File: config.mk
export PLATFORM = sky130hd
export DESIGN_NAME = regfile_sequencer
export DESIGN_NICKNAME = d
export VERILOG_FILES = /design/src/rtl/regfile_seq_pkg.sv /design/src/rtl/reg_index_counter.sv /design/src/rtl/regfile_sequencer.sv
export SDC_FILE = /design/constraint.sdc
export NUM_CORES = 1
export LEC_CHECK = 0
export ABC_CLOCK_PERIOD_IN_PS = 2700
export CAP_MARGIN = 5
export CORE_MARGIN = 5
export CORE_UTILIZATION = 55
export CTS_CLUSTER_DIAMETER = 50
export DETAILED_ROUTE_END_ITERATION = 7
export DONT_BUFFER_PORTS = 1
export PLACE_DENSITY = 0.7
export SYNTH_ARGS = -nofsm -noshare
export SYNTH_HDL_FRONTEND = slang
export SYNTH_SLANG_ARGS = --single-unit
File: constraint.sdc
create_clock -name clk -period 2.7 [get_ports clk]
set_clock_uncertainty 0.2 [all_clocks]
set_input_delay 0.81 -clock clk [delete_from_list [all_inputs] [get_ports clk]]
set_output_delay 0.81 -clock clk [all_outputs]
set_load 0.005 [all_outputs]
File: src/rtl/regfile_seq_pkg.sv
// Shared types and constants for the register-file bulk sequencer.
// Latency: n/a (declarations only).
// Backpressure: n/a.
package regfile_seq_pkg;

  typedef enum logic [2:0] {
    S_IDLE,
    S_FILL,
    S_DUMP_RD,
    S_DUMP_HOLD,
    S_DONE
  } state_e;

  localparam logic OP_FILL = 1'b0;
  localparam logic OP_DUMP = 1'b1;

  // X31 is hardwired zero in the regfile, so it doubles as the idle parking address.
  localparam logic [4:0] ZERO_REG = 5'd31;
  localparam logic [4:0] LAST_REG = 5'd30;

endpackage

File: src/rtl/reg_index_counter.sv
// Register index walker: clears to 0, increments on request, flags the last index.
// Latency: index updates on the clock edge after clr_i/inc_i.
// Backpressure: none; increments beyond LAST are ignored, so the index never reaches X31.
// Ports: clk, reset (async active-low), clr_i, inc_i, idx_o, is_last_o.
module reg_index_counter
  import regfile_seq_pkg::*;
#(
  parameter int                ADDR_W = 5,
  parameter logic [ADDR_W-1:0] LAST   = ADDR_W'(LAST_REG)
) (
  input  logic              clk,
  input  logic              reset,
  input  logic              clr_i,
  input  logic              inc_i,
  output logic [ADDR_W-1:0] idx_o,
  output logic              is_last_o
);

  logic [ADDR_W-1:0] idx_q;
  logic [ADDR_W-1:0] idx_d;

  always_comb begin
    idx_d = idx_q;
    if (clr_i) begin
      idx_d = '0;
    end else if (inc_i && (idx_q != LAST)) begin
      idx_d = idx_q + ADDR_W'(1);
    end
  end

  always_ff @(posedge clk or negedge reset) begin
    if (!reset) begin
      idx_q <= '0;
    end else begin
      idx_q <= idx_d;
    end
  end

  assign idx_o     = idx_q;
  assign is_last_o = (idx_q == LAST);

endmodule

File: src/rtl/regfile_sequencer.sv
// Bulk initiator for the 32x64 regfile: FILL writes one value into X0..X30, DUMP streams X0..X30 out.
// Latency: FILL done 32 cycles after accept; DUMP word valid 1 cycle after its read address, 2 cycles/word best case.
// Backpressure: dump_ready low holds dump_valid/data/index stable; cmd_ready low (commands dropped) while busy.
// Ports: clk, reset (async active-low); cmd_valid/cmd_ready/cmd_op/fill_data command port; busy, done status;
//        WriteRegister/WriteData/RegWrite/ReadRegister1/ReadData1 regfile pins; dump_valid/dump_ready/dump_data/dump_index stream.
module regfile_sequencer
  import regfile_seq_pkg::*;
#(
  parameter int DATA_W   = 64,
  parameter int ADDR_W   = 5,
  parameter int NUM_REGS = 31
) (
  input  logic              clk,
  input  logic              reset,
  input  logic              cmd_valid,
  output logic              cmd_ready,
  input  logic              cmd_op,
  input  logic [DATA_W-1:0] fill_data,
  output logic              busy,
  output logic              done,
  output logic [ADDR_W-1:0] WriteRegister,
  output logic [DATA_W-1:0] WriteData,
  output logic              RegWrite,
  output logic [ADDR_W-1:0] ReadRegister1,
  input  logic [DATA_W-1:0] ReadData1,
  output logic              dump_valid,
  input  logic              dump_ready,
  output logic [DATA_W-1:0] dump_data,
  output logic [ADDR_W-1:0] dump_index
);

  localparam logic [ADDR_W-1:0] PARK_REG = ADDR_W'(ZERO_REG);
  localparam logic [ADDR_W-1:0] LAST_IDX = ADDR_W'(NUM_REGS - 1);

  state_e            state_q, state_d;
  logic [DATA_W-1:0] fill_q, fill_d;
  logic [DATA_W-1:0] dump_data_q, dump_data_d;
  logic [ADDR_W-1:0] dump_index_q, dump_index_d;

  logic              cnt_clr;
  logic              cnt_inc;
  logic [ADDR_W-1:0] idx;
  logic              is_last;

  reg_index_counter #(
    .ADDR_W (ADDR_W),
    .LAST   (LAST_IDX)
  ) u_idx (
    .clk       (clk),
    .reset     (reset),
    .clr_i     (cnt_clr),
    .inc_i     (cnt_inc),
    .idx_o     (idx),
    .is_last_o (is_last)
  );

  // Next state and all bus-side outputs. Outputs decode from state_q only, so
  // asserting reset parks the bus immediately without waiting for a clock edge.
  always_comb begin
    state_d       = state_q;
    fill_d        = fill_q;
    dump_data_d   = dump_data_q;
    dump_index_d  = dump_index_q;
    cnt_clr       = 1'b0;
    cnt_inc       = 1'b0;
    cmd_ready     = 1'b0;
    busy          = 1'b1;
    done          = 1'b0;
    RegWrite      = 1'b0;
    WriteRegister = PARK_REG;
    WriteData     = '0;
    ReadRegister1 = PARK_REG;
    dump_valid    = 1'b0;

    case (state_q)
      S_IDLE: begin
        cmd_ready = 1'b1;
        busy      = 1'b0;
        if (cmd_valid) begin
          fill_d  = fill_data;
          cnt_clr = 1'b1;
          case (cmd_op)
            OP_FILL: state_d = S_FILL;
            OP_DUMP: state_d = S_DUMP_RD;
            default: state_d = S_IDLE;
          endcase
        end
      end

      S_FILL: begin
        RegWrite      = 1'b1;
        WriteRegister = idx;
        WriteData     = fill_q;
        if (is_last) begin
          state_d = S_DONE;
        end else begin
          cnt_inc = 1'b1;
        end
      end

      // ReadData1 is combinational from ReadRegister1, so the word is captured
      // on the same edge that leaves this state.
      S_DUMP_RD: begin
        ReadRegister1 = idx;
        dump_data_d   = ReadData1;
        dump_index_d  = idx;
        state_d       = S_DUMP_HOLD;
      end

      S_DUMP_HOLD: begin
        dump_valid = 1'b1;
        if (dump_ready) begin
          if (is_last) begin
            state_d = S_DONE;
          end else begin
            cnt_inc = 1'b1;
            state_d = S_DUMP_RD;
          end
        end
      end

      S_DONE: begin
        done    = 1'b1;
        state_d = S_IDLE;
      end

      default: begin
        state_d = S_IDLE;
      end
    endcase
  end

  always_ff @(posedge clk or negedge reset) begin
    if (!reset) begin
      state_q      <= S_IDLE;
      fill_q       <= '0;
      dump_data_q  <= '0;
      dump_index_q <= '0;
    end else begin
      state_q      <= state_d;
      fill_q       <= fill_d;
      dump_data_q  <= dump_data_d;
      dump_index_q <= dump_index_d;
    end
  end

  assign dump_data  = dump_data_q;
  assign dump_index = dump_index_q;

endmodule

==> flow_summary.yaml <==
clocking:
  clockBufferDepth: 2
  clock_sinks: 141
  clock-root-buffer: "clkbuf_8"
  h-tree-depth: 4
  clock_latency_ps: 500
  cts_buffers: 17
  cts_tree: "built"
  path_clk_slew_ps: 60
final_layout:
  final_cells: 579
  syn_to_final_growth_pct: 16.64
  layout_commonest_cell: "dfrtp_1"
  utilization_pct: 64.73
  nNetsFinal: 561
  drive_above_1_share_pct: 47.15
  stdcell_area_um2: 6955
  layout_common_cells: "139 x dfrtp_1, 126 x mux2_2, 35 x and2_1"
  antenna_cells: 0
run_status:
  outcome: "complete, but fails checks"
  violations: "hold timing"
yosys:
  syn-mean-instance-area_um2: 14.27
  synth.distinct_cells: 34
  syn-num-nets: 553
  synth-async-reset-ratio_pct: 100.0
  synth-edff-count: 0
  ys_ff_latch: 141
  synth_sequential_area_ratio_pct: 59.17
  synth_flop_cell: "dfrtp_1"
  synth_area_leaders: "dfrtp_1 59%, mux2_2 24%, and2_1 6.9%"
  netlist_area_um2: 5963
  synth_cells: 418
  yosys.area.top_type: "dfrtp_1"
  yosysWarnings: 0
  synth_top_area_share_pct: 59.17
die:
  ios: 281
  die_w_um: 114.1
  start_util_pct: 55.50
  fp.dieH_um: 114.1
  die_area_um2: 13020
  coreArea_um2: 10750
  num_rows: 38
worst_setup_path:
  crit_arrival_ps: 1660
  critPathLaunchType: "flop"
  cp.required_ps: 1690
  crit_type: "flop to output pin"
  rrSetupSlack_ps: 690
  worst-path-max-fanout: 17
  crit_path_end_kind: "output pin"
placed_design:
  hpwl_mm: 9.273
  port_buffers: 0
  dp.cells: 540
  gp_congestion: 0.8065
  dpl_cell_area_um2: 6081
drt:
  remaining_drc_errors: 0
  ant_nets: 0
  totalWireLength_mm: 13.80
  num_vias: 3309
  viasPerCell: 5.715
  dr.pass1.iters: 4
  drtIter0Drc: 205
  wl_per_cell_um: 23.83
worst_hold_path:
  hold_path_class: "primary input to async pin"
timing:
  rsz0062_at_grt: "yes"
  whs_ps: -204.6
  setup_viol: 0
  hold_violations: 141
  fin_crit_sh_pct: 98.85
  period_minus_slack_ps: 2669
  maxSlewHeadroom_pct: 77.44
  slew_violations: 0
  tightest_slew_ps: 335.4
  timing.fmax_mhz: 374.7
global_route:
  grt-ovfl-total: 0
  grt_max_degree: 142
  first_global_vias: 3762
  grt_pass1_wl_mm: 20.52
  grt_antenna_before_repair: 0
  track_usage_pct: 20.69
power_and_ir_drop:
  powerDensity_nw_per_um2: 1352
  power_leakage_nw: 3.067
  power_w: 0.009401
  vdd_drop_max_mv: 0.6270
job:
  maxCapViolCount: 0
[final timing paths]
kind	start	to	cells after the start
worst max register to register	state_q[0]$_DFFE_PN0P_	dump_data[34]$_DFFE_PN0N_	5
worst min register to register	fill_q[31]$_DFFE_PN0P_	fill_q[31]$_DFFE_PN0P_	1
min in group clk	fill_data[26]	fill_q[26]$_DFFE_PN0P_	1
max in group asynchronous	reset	u_idx.idx_o[4]$_DFFE_PN0P_	0
worst max-delay path	state_q[1]$_DFFE_PN0P_	WriteData[29]	4
worst min-delay path	reset	fill_q[39]$_DFFE_PN0P_	0
[state kept, by name, indices dropped and copies added (netlist names)]
name         cells
dump_data       64
dump_index       5
state_q          3
fill_q          64
u_idx.idx_o      5
[synthesized netlist by cell type (2+ instances only)]
cell,n
a311oi_1,2
a31oi_1,3
and2_1,66
and3_1,2
buf_2,4
buf_4,11
buf_6,2
clkbuf_1,8
dfrtp_1,141
ha_1,2
inv_1,2
mux2_1,7
mux2_2,126
mux2i_1,2
nand2_1,3
nand2b_1,12
nand4_1,3
nor2_1,2
nor2b_1,3
nor3_1,2
o21ai_0,2
[worst max-delay path: stages, from the launching register on]
cell and delay (ps):
dfrtp_1 410, nor3b_4 250, buf_12 170, clkbuf_16 170, and2_1 150
[stage by stage]
stage | setup slack, ps | setup TNS (ps)
2_1_floorplan | 442.1 | 0
3_3_place_gp | 482.5 | 0
3_5_place_dp | 429.4 | 0
4_1_cts | -0.9918 | -1.347
5_1_grt | -46.89 | -1720
6_report | 31.02 | 0
[area by class of cell]
type                            instances  area [um2]
Fill cell                             794        3790
Sequential cell                       141        3531
Multi-Input combinational cell        250        2361
Tap cell                              140       175.2
Clock inverter                         14       232.7
Clock buffer                           18       417.9
Timing Repair Buffer                   14       230.2
Inverter                                2       7.507
[cell families (layout without fill, tap and decap cells)]
group / after synthesis / count (layout) / synth area share, %
simple gates: 101 / 101 / 10.83
mux: 135 / 135 / 25.45
compound gates: 12 / 12 / 1.406
fa+ha+maj: 2 / 2 / 0.4196
flops: 141 / 141 / 59.17
buf+inv: 27 / 48 / 2.728
[layer usage]
layer,share of wire (%),routed length [um],global-route usage (%)
met1,37,5044,23.37
met5,0,0,0
met2,51,7079,34.62
met3,10,1426,8.298
met4,1.8,250,9.184
[power by group]
group          switching [W]  internal, W  total (W)
clock network       0.000921      0.00162    0.00254
logic                0.00116      0.00177    0.00294
registers           0.000776      0.00315    0.00392
[timing repair]
action | 4_1_cts | 5_1_grt
buffers inserted | 3 | 0
setup endpoints to repair | 69 | 73
pin swaps | 1 | 8
gates resized for setup | 9 | 27
gates cloned | 2 | 2
endpoints found under the hold margin | 141 | 141
No activity file was read; power rests on OpenSTA's default activity.
